===== src/rtl/option_feeder_if.sv =====
// Option feeder bus: the load channel into the feeder plus the option stream
// and solver feedback going out of it.
//
// Handshake: a load beat transfers on a rising clk edge where load_valid and
// load_ready are both high; the master holds load_line/option/last stable while
// load_valid is high. The option stream has no backpressure: valid_op marks one
// beat for exactly one cycle, and the solver answers an option beat with
// put_back_to_FIFO during the following cycle.
interface option_feeder_if #(
  parameter int SIZE = 3
);
  localparam int LW = $clog2(2 * SIZE);

  logic            load_valid;
  logic            load_ready;
  logic [LW-1:0]   load_line;
  logic [SIZE-1:0] load_option;
  logic            load_last;
  logic [SIZE-1:0] option;
  logic            valid_op;
  logic            started;
  logic            put_back_to_FIFO;
  logic            solved;

  // Solver / loader side
  modport master (
    output load_valid, load_line, load_option, load_last, put_back_to_FIFO, solved,
    input  load_ready, option, valid_op, started
  );

  // Feeder side
  modport slave (
    input  load_valid, load_line, load_option, load_last, put_back_to_FIFO, solved,
    output load_ready, option, valid_op, started
  );
endinterface


===== src/rtl/option_feeder.sv =====
// Option feeder: circular buffer of {line, option} entries streamed to the
// solver as an index beat per line followed by that line's options. Options the
// solver keeps are recirculated to the tail, the rest are dropped and counted
// off. A full pass without a drop, or an empty buffer, ends the run as stuck.
module option_feeder #(
  parameter int SIZE  = 3,
  parameter int DEPTH = 64
) (
  input  logic                   clk,
  input  logic                   rst,
  option_feeder_if.slave         bus,
  output logic [2*SIZE-1:0][6:0] old_options_amnt,
  output logic                   busy,
  output logic                   done,
  output logic                   stuck,
  output logic [2:0]             state_dbg
);
  localparam int LW = $clog2(2 * SIZE);
  localparam int AW = $clog2(DEPTH);
  localparam int EW = LW + SIZE;

  typedef enum logic [2:0] {
    S_IDLE  = 3'd0,
    S_LOAD  = 3'd1,
    S_RUN   = 3'd2,
    S_DONE  = 3'd3,
    S_STUCK = 3'd4
  } state_t;

  state_t state, state_n;

  // Circular buffer
  logic [EW-1:0]   mem [DEPTH];
  logic [AW-1:0]   rd_ptr, wr_ptr;
  logic [AW:0]     fifo_cnt;
  logic            fifo_full, fifo_empty;
  logic [EW-1:0]   head;
  logic [LW-1:0]   head_line;
  logic [SIZE-1:0] head_opt;

  // Run tracking
  logic [LW-1:0]   cur_line;    // line of the most recent index beat
  logic            first_beat;  // next index beat is the first of the run
  logic            armed;       // first pass boundary already seen
  logic            dropped;     // a drop happened since the last boundary
  logic            vis_opt;     // beat on the outputs now is an option beat
  logic [EW-1:0]   vis_entry;
  logic            pend_valid;  // option awaiting the solver's put_back answer
  logic [EW-1:0]   pend_entry;
  logic [LW-1:0]   pend_line;

  // Per-cycle actions
  logic            load_acc, push_pend, push, pop, drop;
  logic            emit_idx, emit_opt, boundary;
  logic [EW-1:0]   push_entry;

  assign fifo_full      = (fifo_cnt == (AW+1)'(DEPTH));
  assign fifo_empty     = (fifo_cnt == '0);
  assign head           = mem[rd_ptr];
  assign head_line      = head[EW-1:SIZE];
  assign head_opt       = head[SIZE-1:0];
  assign pend_line      = pend_entry[EW-1:SIZE];
  assign bus.load_ready = ((state == S_IDLE) || (state == S_LOAD)) && !fifo_full;
  assign load_acc       = bus.load_valid && bus.load_ready;
  assign push           = load_acc | push_pend;
  assign push_entry     = load_acc ? {bus.load_line, bus.load_option} : pend_entry;
  assign busy           = (state == S_RUN);
  assign state_dbg      = state;

  // Next state and per-cycle buffer/stream actions
  always_comb begin
    state_n   = state;
    push_pend = 1'b0;
    drop      = 1'b0;
    pop       = 1'b0;
    emit_idx  = 1'b0;
    emit_opt  = 1'b0;
    boundary  = 1'b0;
    case (state)
      S_IDLE, S_LOAD: begin
        if (load_acc && bus.load_last) state_n = S_RUN;
        else if (bus.load_valid)       state_n = S_LOAD;
      end
      S_RUN: begin
        // The solver's answer for the previous option beat is applied even
        // when the run ends this cycle.
        if (pend_valid) begin
          if (bus.put_back_to_FIFO) push_pend = 1'b1;
          else                      drop      = 1'b1;
        end
        if (bus.solved) begin
          state_n = S_DONE;
        end else if (fifo_empty) begin
          // Wait while an option is still out with the solver or coming back.
          if (!push_pend && !vis_opt) state_n = S_STUCK;
        end else if (first_beat || (head_line != cur_line)) begin
          emit_idx = 1'b1;
          if (!first_beat && (head_line <= cur_line)) begin
            boundary = 1'b1;
            if (armed && !(dropped || drop)) begin
              state_n  = S_STUCK;
              emit_idx = 1'b0;
            end
          end
        end else begin
          pop      = 1'b1;
          emit_opt = 1'b1;
        end
      end
      default: ;
    endcase
  end

  // FSM state register
  always_ff @(posedge clk or posedge rst) begin
    if (rst) state <= S_IDLE;
    else     state <= state_n;
  end

  // Buffer pointers and occupancy
  always_ff @(posedge clk or posedge rst) begin
    if (rst) begin
      rd_ptr   <= '0;
      wr_ptr   <= '0;
      fifo_cnt <= '0;
    end else begin
      if (push) wr_ptr <= wr_ptr + 1'b1;
      if (pop)  rd_ptr <= rd_ptr + 1'b1;
      fifo_cnt <= fifo_cnt + (AW+1)'(push) - (AW+1)'(pop);
    end
  end

  // Buffer storage write
  always_ff @(posedge clk) begin
    if (push) mem[wr_ptr] <= push_entry;
  end

  // Registered stream outputs and pass tracking
  always_ff @(posedge clk or posedge rst) begin
    if (rst) begin
      bus.option   <= '0;
      bus.valid_op <= 1'b0;
      bus.started  <= 1'b0;
      done         <= 1'b0;
      stuck        <= 1'b0;
      cur_line     <= '0;
      first_beat   <= 1'b1;
      armed        <= 1'b0;
      dropped      <= 1'b0;
      vis_opt      <= 1'b0;
      vis_entry    <= '0;
      pend_valid   <= 1'b0;
      pend_entry   <= '0;
    end else begin
      bus.valid_op <= emit_idx | emit_opt;
      bus.started  <= emit_idx & first_beat;
      if (emit_idx) begin
        bus.option <= SIZE'(head_line);
        cur_line   <= head_line;
        first_beat <= 1'b0;
      end
      if (emit_opt) begin
        bus.option <= head_opt;
        vis_entry  <= head;
      end
      vis_opt    <= emit_opt;
      pend_valid <= vis_opt && (state_n == S_RUN);
      pend_entry <= vis_entry;
      if (boundary) begin
        armed   <= 1'b1;
        dropped <= 1'b0;
      end else if (drop) begin
        dropped <= 1'b1;
      end
      done  <= (state_n == S_DONE);
      stuck <= (state_n == S_STUCK);
    end
  end

  // Live option counts per line, saturating at 0 and 127
  always_ff @(posedge clk or posedge rst) begin
    if (rst) begin
      old_options_amnt <= '0;
    end else begin
      for (int i = 0; i < 2 * SIZE; i++) begin
        if (load_acc && (bus.load_line == LW'(i))) begin
          if (old_options_amnt[i] != 7'd127) old_options_amnt[i] <= old_options_amnt[i] + 7'd1;
        end else if (drop && (pend_line == LW'(i))) begin
          if (old_options_amnt[i] != 7'd0) old_options_amnt[i] <= old_options_amnt[i] - 7'd1;
        end
      end
    end
  end
endmodule


===== src/flat_wrapper.sv =====
// flat-port wrapper written by rule: the top's interface ports become plain ports
module option_feeder_flat 
#(
  parameter int SIZE  = 3,
  parameter int DEPTH = 64
)
  (clk, rst, old_options_amnt, busy, done, stuck, state_dbg, bus_load_valid, bus_load_line, bus_load_option, bus_load_last, bus_put_back_to_FIFO, bus_solved, bus_load_ready, bus_option, bus_valid_op, bus_started);
  option_feeder_if #(.SIZE(SIZE)) bus_i ();
  input  logic clk;
  input  logic rst;
  output logic [2*SIZE-1:0][6:0] old_options_amnt;
  output logic busy;
  output logic done;
  output logic stuck;
  output logic [2:0] state_dbg;
  input wire logic [$bits(bus_i.load_valid)-1:0] bus_load_valid;
  input wire logic [$bits(bus_i.load_line)-1:0] bus_load_line;
  input wire logic [$bits(bus_i.load_option)-1:0] bus_load_option;
  input wire logic [$bits(bus_i.load_last)-1:0] bus_load_last;
  input wire logic [$bits(bus_i.put_back_to_FIFO)-1:0] bus_put_back_to_FIFO;
  input wire logic [$bits(bus_i.solved)-1:0] bus_solved;
  output wire logic [$bits(bus_i.load_ready)-1:0] bus_load_ready;
  output wire logic [$bits(bus_i.option)-1:0] bus_option;
  output wire logic [$bits(bus_i.valid_op)-1:0] bus_valid_op;
  output wire logic [$bits(bus_i.started)-1:0] bus_started;
  assign bus_i.load_valid = bus_load_valid;
  assign bus_i.load_line = bus_load_line;
  assign bus_i.load_option = bus_load_option;
  assign bus_i.load_last = bus_load_last;
  assign bus_i.put_back_to_FIFO = bus_put_back_to_FIFO;
  assign bus_i.solved = bus_solved;
  assign bus_load_ready = bus_i.load_ready;
  assign bus_option = bus_i.option;
  assign bus_valid_op = bus_i.valid_op;
  assign bus_started = bus_i.started;
  option_feeder #(.SIZE(SIZE), .DEPTH(DEPTH)) u_core (.clk(clk), .rst(rst), .bus(bus_i), .old_options_amnt(old_options_amnt), .busy(busy), .done(done), .stuck(stuck), .state_dbg(state_dbg));
endmodule

===== config.mk =====
export PLATFORM = sky130hd
export DESIGN_NAME = option_feeder_flat
export DESIGN_NICKNAME = d
export VERILOG_FILES = /design/src/rtl/option_feeder_if.sv /design/src/rtl/option_feeder.sv /design/src/flat_wrapper.sv
export SDC_FILE = /design/constraint.sdc
export NUM_CORES = 1
export LEC_CHECK = 0
export CAP_MARGIN = 30
export CORE_ASPECT_RATIO = 1.2
export CORE_UTILIZATION = 29
export CTS_BUF_LIST = sky130_fd_sc_hd__clkbuf_8
export CTS_CLUSTER_DIAMETER = 120
export DETAILED_ROUTE_END_ITERATION = 6
export GPL_ROUTABILITY_DRIVEN = 1
export GPL_TIMING_DRIVEN = 0
export REMOVE_ABC_BUFFERS = 1
export SLEW_MARGIN = 20
export SYNTH_ARGS = -nofsm -noshare
export SYNTH_HDL_FRONTEND = slang
export SYNTH_SLANG_ARGS = --single-unit

===== constraint.sdc =====
create_clock -name clk -period 5.45 [get_ports clk]
set_clock_uncertainty 0.15 [all_clocks]
set_input_delay 0.545 -clock clk [delete_from_list [all_inputs] [get_ports clk]]
set_output_delay 0.545 -clock clk [all_outputs]
set_load 0.01 [all_outputs]

**Yosys cells after proc, flatten, opt, wreduce, memory -nomap -nowiden**

Memory sizes are Yosys's and may differ from the RTL's.
Index checks and enable logic that the tools add are counted.

- Output and inout port bits: 54
- Bits in registers: 91
- Memory bits (writable): 384
- Word-level logic and storage cells: 194
- Input port bits: 12
- Memories: 1

- Mux-type cells: 63
- Bitwise logic cells: 3
- Reduce and logical (&&, ||, !) cells: 58
- Equality and inequality tests: 29
- Add/sub/neg operators: 16
- Magnitude comparators: 1

Memories:

| name | words | width | rd ports | clocked after Yosys merged registers in | wr ports | line | text |
|---|---|---|---|---|---|---|---|
| u_core.mem | 64 | 6 | 1 | 0 | 1 | option_feeder.sv:33 | `logic [EW-1:0] mem [DEPTH];` |

Operators by type and width:

| operator | count |
|---|---|
| $mux 7 | 24 |
| $add 7x1->7 const B | 6 |
| $ne 7x7->1 const B | 6 |
| $reduce_bool 7->1 | 6 |
| $sub 7x1->7 const B | 6 |
| $mux 3 | 10 |
| $reduce_bool 2->1 | 14 |
| $mux 1 | 27 |
| $eq 3x2->1 const B | 7 |
| $logic_and 1x1->1 | 19 |
| $reduce_and 3->1 | 6 |
| $eq 3x3->1 const B | 5 |
| $add 6x1->6 const B | 2 |
| $ne 2x2->1 const B | 6 |
| $eq 3x1->1 const B | 3 |
| $logic_not 3->1 | 3 |
| $add 7x1->7 | 1 |
| $eq 7x7->1 const B | 1 |
| $logic_not 7->1 | 1 |
| $sub 7x1->7 | 1 |
| $mux 6 | 1 |
| $pmux 3 s2 | 1 |
| $logic_not 1->1 | 5 |
| $le 3x3->1 | 1 |
| other kinds (5) | 8 |

**Longest topological paths before layout**

Gate-level depths: netlist of run 1.

- Depth in word-level cells: 14
- Mapped depth: 25
- Gate-level depth less buffers: 20

**Worst setup path after synthesis of run 1**

OpenSTA, ideal clock, no wires.

- Path kind: flip-flop to flip-flop
- Start: register u_core.rd_ptr[1]
- End: register u_core.fifo_cnt[6]
- Stages on the path, launching flop included: 22
- Path slack: 913 ps
- Data required time: 5,220 ps
- Data arrival time: 4,307 ps
- Setup time: 80 ps
- Clock period less this slack: 4,537 ps
- Path buffers: 3
- Path through: dfrtp_1 -> buf_2 -> buf_2 -> mux4_2 -> a2111oi_0 -> o21ai_1 -> and3_1 -> ha_1 -> and4b_1 -> clkbuf_1 -> nand2_1 -> inv_2 -> ha_1 -> inv_1 -> ha_1 -> fa_1 -> a21oi_1 -> nor2_1 -> o21ai_0 -> a21oi_1 -> nor2_1 -> xnor2_1

- Word-level cells in the longest chain between the ends: 8

Ends and longest elaborated chain:

| item | line | text |
|---|---|---|
| from (decl) | option_feeder.sv:34 | `logic [AW-1:0] rd_ptr, wr_ptr;` |
| from (signal assigned) | option_feeder.sv:128 | `if (pop) rd_ptr <= rd_ptr + 1'b1;` |
| $mem_v2 64x6 | n/a |  |
| via u_core.head[5] | option_feeder.sv:37 | `logic [EW-1:0] head;` |
| $ne 3x3->1 | option_feeder.sv:96 | `end else if (first_beat \|\| (head_line != cur_line)) begin` |
| $logic_or 1x1->1 | option_feeder.sv:96 |  |
| $mux 1 (4 in a row) | n/a |  |
| via u_core.emit_opt | option_feeder.sv:54 | `logic emit_idx, emit_opt, boundary;` |
| $sub 7x1->7 | option_feeder.sv:129 | `fifo_cnt <= fifo_cnt + (AW+1)'(push) - (AW+1)'(pop);` |
| to (signal assigned) | option_feeder.sv:129 |  |
| to (decl) | option_feeder.sv:35 | `logic [AW:0] fifo_cnt;` |

The timed path passes the listed nets, and every way through them passes these cells.
A chain may end at the register's enable or synchronous reset.

**Final worst setup path of run 1**

Ends and elaborated chain as after synthesis.

==> metrics.cfg, run 1 <==
[timing]
finalMaxSlewViolations=0
fmax_mhz=194.6
finalSetupViolations=0
tightestPinTransition_ns=0.8091
fin_ws_ns=0.3121
hold_viol_final=0
min_period_ns=5.138
worst_hold_slack_ns=0.08157
rsz0062_at_grt=no
slew_headroom=0.4591
fin_crit_sh=0.9427

[route]
remaining_drc_errors=0
final_antenna_net_count=0
wl_per_cell_um=20.00
dr_wl_met2_mm=24.38
m1WireLength_mm=18.80
drt_pre_antenna_iters=5
top_layer=met4
dr_wl_met3_mm=2.723
num_vias=11550
via_per_inst=4.894
drt-initial-drc-count=881
drt_wl_total_mm=47.18

[logic_synthesis]
synthArstFlopShare=0.1916
netlist.area_leader.share=0.5567
ys_ff_latch=475
yosysWarnings=0
syn_avg_cell_area_um2=16.30
syn_area_um2=20710
yosys.area.top_type=edfxtp_1
synth_edf_count=384
synth_top_cells_by_area=edfxtp_1, dfrtp_1, mux4_2, mux2_2, ha_1
synthFlopType=edfxtp_1
synthDistinctLibCells=86
synth_cells=1271
ys_seq_area_frac=0.6667

[finish]
finalInstanceArea_um2=23990
nets=1441
final_cells=2359
final_util=0.3387
syn2layout_area_growth_pct=15.80
drive_gt1_frac=0.1851

[place]
dp_slack_ns=-0.3578
dp_cells=2216
gp_congestion=0.7892
portBuffers=65
dpl-instance-area_um2=22450
place_hpwl_mm=30.37

[floorplan]
initial_utilization=0.2925
rows=107
die_w_um=246.0
fp.coreArea_um2=70820
io_pins=66
die_area_um2=72500
die_h_um=294.8

[cts]
clk_path_buf_depth=3
cts_sinks=475
clk_pin_slew_ns=0.07
numCtsBuffers=71
hold_buffers=0
htree_levels=3
cts_tree=built
clk_root_buffer_cell=clkbuf_8
worstSkewPairLatency_ns=0.63

[power_and_ir_drop]
powerDensity_nw_per_um2=490.1
leakage_nw=8.298
vdd_ir_drop_max_v=0.0003048

[worst_setup_path]
worstPathMaxFanout=45
cp_data_arrival_time_ns=5.54
reg2reg_from=u_core.rd_ptr[1]
crit_type=reg -> reg
worstSetupEndpoint=u_core.fifo_cnt[6]
start_kind=flip-flop
end_kind=flip-flop
startpoint=u_core.rd_ptr[1]
cp.required_ns=5.85
r2r-end=u_core.fifo_cnt[6]
r2r_cells=21
worst-r2r-setup-slack_ns=0.31

[grt]
grt_use_total=0.1314
antenna_found_initial=1
grt_first_pass_wirelength_mm=71.46
grt_max_degree=73
gr-total-overflow=0
grt_pass1_vias=11840

[min_path]
hp-class=in -> async

[job]
drv_cap=0

[outcome]
status=finished clean

-- area by class of cell --
type | count | area, um^2
clock buffers | 74 | 1018
repair buffers | 90 | 1036
well taps | 926 | 1159
diodes | 1 | 2.502
inverters | 37 | 143.9
flip-flops and latches | 475 | 13820
fillers | 6738 | 46830
multi-input cells | 703 | 6479
clock inverters | 53 | 326.6
-- synth_stat cells (all sizes together) (10+ instances only) --
cell,number
o22ai,13
buf,46
mux2,67
mux4,66
nor3,11
nand2,49
dfrtp,90
xor2,13
nor2,91
nor2b,11
xnor2,37
a21oi,44
clkbuf,10
nand3,19
edfxtp,384
o21bai,13
o21ai,22
mux2i,40
nand4,13
a21o,19
ha,44
inv,36
-- what timing repair did --
action,in CTS,in global routing
setup buffers,6,9
resized for setup,3,4
cloned,0,0
endpoints found under the setup margin,3,1
pin swaps,2,2
-- where the power goes --
| group | total, mW | switching (mW) | internal [mW] | leakage [nW] |
|---|---|---|---|---|
| logic | 4.00 | 2.09 | 1.91 | 2.89 |
| clock network | 2.81 | 1.39 | 1.42 | 0.748 |
| registers | 4.95 | 0.404 | 4.55 | 4.66 |
| total | 11.8 | 3.88 | 7.87 | 8.30 |
-- cells by family (layout without fill, tap and decap cells) --
family,count (synthesis),in the layout,synth area share
xor gates and xnor gates,50,50,0.02150
adders and majority gates,51,51,0.03334
AOI/OAI and AO/OA,178,178,0.06143
other,0,1,0
DFF,475,475,0.6667
and+or+nand+nor,251,251,0.06306
muxes,173,173,0.1306
buffers and inverters,93,254,0.02338
-- sequential cells by signal, indices dropped and copies added (netlist names), 6 cells and up --
| name | flops |
|---|---|
| u_core.mem | 384 |
| u_core.pend_entry | 6 |
| u_core.wr_ptr | 6 |
| u_core.old_options_amnt | 42 |
| u_core.fifo_cnt | 7 |
| u_core.rd_ptr | 6 |
| u_core.vis_entry | 6 |
-- cells in the final DEF (no fill, tap or decap), drive strengths merged, types with 37 or more instances in the layout --
cell,instances
mux4,66
inv,60
nand2,49
xnor2,37
a21oi,44
edfxtp,384
dfrtp,90
clkbuf,74
clkdlybuf4s50,65
nor2,91
ha,44
mux2,67
mux2i,40
-- how the worst min path moves through the flow --
stage	from	to	slack [ns]	cells after the start
4_1_cts	rst	u_core.old_options_amnt[36]	0.04	2
5_1_grt	rst	u_core.old_options_amnt[35]	0.07	2
3_5_place_dp	u_core.vis_entry[2]	u_core.pend_entry[2]	0.22	0
3_3_place_gp	u_core.vis_entry[2]	u_core.pend_entry[2]	0.21	0
6_report	rst	u_core.old_options_amnt[36]	0.08	2
2_1_floorplan	u_core.vis_entry[4]	u_core.pend_entry[4]	0.20	0
-- stage by stage --
step	total power [mW]	TNS (ns)
after CTS	11.84	0
after global routing	12.38	0
after detailed placement	8.946	-0.5255
after floorplan	7.574	-4.367
after global placement	8.910	-87.35
final	11.76	0
-- routing by layer --
| layer | track usage | vias up |
|---|---|---|
| li1 | - | 5191 |
| met1 | 0.1585 | 5919 |
| met2 | 0.2281 | 352 |
| met3 | 0.02067 | 83 |
| met4 | 0.06105 | 0 |
| met5 | 0 | - |
-- critical path: stages (launching register included) --
cell and delay [ns]:
dfrtp_4 0.47, buf_16 0.25, mux2_1 0.38, a222oi_1 0.33
buf_4 0.19, nand3_1 0.07, a32o_1 0.30, and3_1 0.27
ha_1 0.32, and4b_2 0.30, nand2_4 0.15, inv_2 0.13
ha_1 0.29, inv_1 0.04, ha_1 0.21, fa_1 0.44
a21oi_1 0.17, nor2_1 0.07, o21ai_0 0.15, a21oi_1 0.09
nor2_1 0.12, xnor2_1 0.13
No activity file was read; power rests on OpenSTA's default activity.
==> run 2, diff against run 1 <==
--- a/config.mk
+++ b/config.mk
@@ -6,7 +6,8 @@
 export NUM_CORES = 1
 export LEC_CHECK = 0
 export CAP_MARGIN = 30
-export CORE_ASPECT_RATIO = 1.2
+export CORE_ASPECT_RATIO = 1.1
+export CORE_MARGIN = 8
 export CORE_UTILIZATION = 29
 export CTS_BUF_LIST = sky130_fd_sc_hd__clkbuf_8
 export CTS_CLUSTER_DIAMETER = 120
==> metrics.cfg, run 2 (synthesized netlist as in run 1, its figures left out) <==
[finish]
syn2layout_area_growth_pct=16.00
nets=1443  ; +0.14%
largest_reg_flops=384  ; unchanged
finalInstanceArea_um2=24030  ; +0.17%
largest-register=u_core.mem
final_common_cell=edfxtp_1
multiInputGateArea_um2=6477  ; about the same
reg_top3=u_core.mem: 384 flops, u_core.old_options_amnt: 42 flops, u_core.fifo_cnt: 7 flops
n_fill_cell=6751  ; +0.19%
drive_gt1_frac=0.1840  ; -0.001084
layout.area.seq_um2=13830  ; about the same
final_cell_mix=edfxtp_1, nor2_1, dfrtp_1

[worst_setup_path]
cpPeakStageDelay_ns=0.53  ; +0.06 ns
crit_type=reg -> reg
cpMostUsedCell=ha_1
end_kind=flip-flop
worstPathMaxFanout=40  ; -11%
cp.required_ns=5.85  ; about the same
start_kind=flip-flop
cp_data_arrival_time_ns=5.56  ; +0.02 ns
cp_top_family=adder cells
critPathBufInv=3  ; -1
crit_slowest_cell=a222oi_1
crit_path_cell_trace=buf_16 -> mux2_1 -> a222oi_1 -> nand3_1 -> a32o_1 -> and3_1 -> ha_1 -> and4b_1 -> nand2_4 -> inv_2 -> ha_1 -> inv_1 -> ha_1 -> fa_1 -> a21oi_1 -> nor2_1 -> o21ai_0 -> a21oi_1 -> nor2_1 -> xnor2_1

[power_and_ir_drop]
clock_power_share=0.241  ; +0.002
finalPower_mw=11.81  ; +0.47%
leakage_nw=8.358  ; +0.72%
swShare=0.3288  ; -0.001669
intPower_mw=7.928  ; +0.72%
power_switching_mw=3.883  ; about the same
sequentialPowerShare=0.420  ; about the same
vdd_ir_drop_max_v=0.0002681  ; -12%
p_comb_frac=0.339  ; about the same
powerDensity_nw_per_um2=491.6  ; +0.30%

[cts]
numCtsBuffers=75  ; +5.6%
clk_pin_slew_ns=0.06  ; about the same
cts_sinks=475  ; unchanged
cts_tree=built
htree_levels=3  ; unchanged
clk_path_buf_depth=3  ; unchanged
clk_root_buffer_cell=clkbuf_8
worstSkewPairLatency_ns=0.63  ; about the same

[route]
final_antenna_net_count=0  ; unchanged
drt_wl_total_mm=48.57  ; +2.9%
wl_per_cell_um=20.48  ; +2.4%
remaining_drc_errors=0  ; unchanged
num_vias=11600  ; +0.49%
drt-initial-drc-count=755  ; -14%
via_per_inst=4.891  ; about the same
drt_pre_antenna_iters=5  ; unchanged

[grt]
antenna_found_initial=1  ; unchanged
grt_max_degree=73  ; unchanged
grt_first_pass_wirelength_mm=73.30  ; +2.6%
gr-total-overflow=0  ; unchanged
grt_use_total=0.1180  ; -0.01337
grt_pass1_vias=12070  ; +1.9%

[outcome]
status=finished clean

[floorplan]
io_pins=66  ; unchanged
die_h_um=296.3  ; +0.52%
initial_utilization=0.2935  ; +0.001021
fp.coreArea_um2=70580  ; -0.35%
die_area_um2=80240  ; +11%
die_w_um=270.8  ; +10%
rows=102  ; -4.7%

[timing]
min_period_ns=5.157  ; +0.01950 ns
fmax_mhz=193.9  ; -0.38%
finalSetupViolations=0  ; unchanged
tightestPinTransition_ns=0.8492  ; +0.04010 ns
finalMaxSlewViolations=0  ; unchanged
slew_headroom=0.4317  ; -0.02731
rsz0062_at_grt=no
hold_viol_final=0  ; unchanged
fin_crit_sh=0.9463  ; +0.003578

[place]
portBuffers=65  ; unchanged
gp_congestion=0.8158  ; +3.4%
place_hpwl_mm=30.53  ; +0.52%
dpl-instance-area_um2=22460  ; about the same

[job]
drv_cap=0  ; unchanged

[min_path]
hp-class=in -> async

[run 2: metal layers]
layer,GRT usage,wire [um],up-vias
met2,0.1967,23710,356
met4,0.05721,1820,0
met3,0.02588,2732,112
met1,0.1451,20310,5935
li1,-,-,5198
met5,0,0,-
[run 2: power by group through the flow]
stage / Combinational, mW / Sequential (mW) / Clock (mW)
floorplan: 2.37 / 5.20 / 0
global placement: 3.51 / 5.40 / 0
detailed placement: 3.77 / 5.17 / 0
CTS: 3.96 / 5.00 / 2.95
global route: 4.37 / 5.02 / 3.10
finish: 4.00 / 4.96 / 2.85
[run 2: what timing repair did]
item | in CTS | in global routing
gates resized for setup | 3 | 4
gates cloned | 0 | 1
setup buffers | 4 | 8
hold buffers | 0 | 0
pin swaps | 1 | 3
setup endpoints to repair | 3 | 3
[run 2: cell type report]
type	instances	area share
diodes	1	0.0001041
clock buffers	79	0.04525
clock inverters	53	0.01255
inverters	37	0.005988
multi-input cells	703	0.2696
flip-flops and latches	475	0.5754
well taps	936	0.04874
repair buffers	88	0.04239
[run 2: worst reg2reg max path, stage by stage, from the launching register on]
cell and delay (ns):
dfrtp_4 0.50, buf_16 0.19, mux2_1 0.40, a222oi_1 0.53, nand3_1 0.17, a32o_1 0.32
and3_1 0.28, ha_1 0.33, and4b_1 0.29, nand2_4 0.16, inv_2 0.11, ha_1 0.30
inv_1 0.04, ha_1 0.20, fa_1 0.43, a21oi_1 0.17, nor2_1 0.07, o21ai_0 0.14
a21oi_1 0.09, nor2_1 0.11, xnor2_1 0.12
[run 2: worst paths after layout]
kind,startpoint,endpoint,slack [ns],cells after the start
setup / recovery,u_core.rd_ptr[1],u_core.fifo_cnt[6],0.29,20
hold / removal,rst,u_core.old_options_amnt[35],0.09,2
setup reg to reg,u_core.rd_ptr[1],u_core.fifo_cnt[6],0.29,20
hold reg to reg,u_core.vis_entry[1],u_core.pend_entry[1],0.22,0
max in group asynchronous,rst,u_core.first_beat,4.40,3
min in group clk,u_core.vis_entry[1],u_core.pend_entry[1],0.22,0
[run 2: stage by stage]
stage	hold WS [ns]	utilization	std cells	setup slack [ns]	setup TNS, ns
after floorplan	0.2001	-	1215	-1.034	-4.367
after global placement	0.2086	0.3144	2216	-3.786	-89.34
after detailed placement	0.2095	0.3182	2226	-0.3911	-0.6437
after CTS	0.03933	0.3390	2362	0.01901	0
after global routing	0.06884	0.3405	2372	0.002146	0
final	0.08534	0.3405	2372	0.2926	0
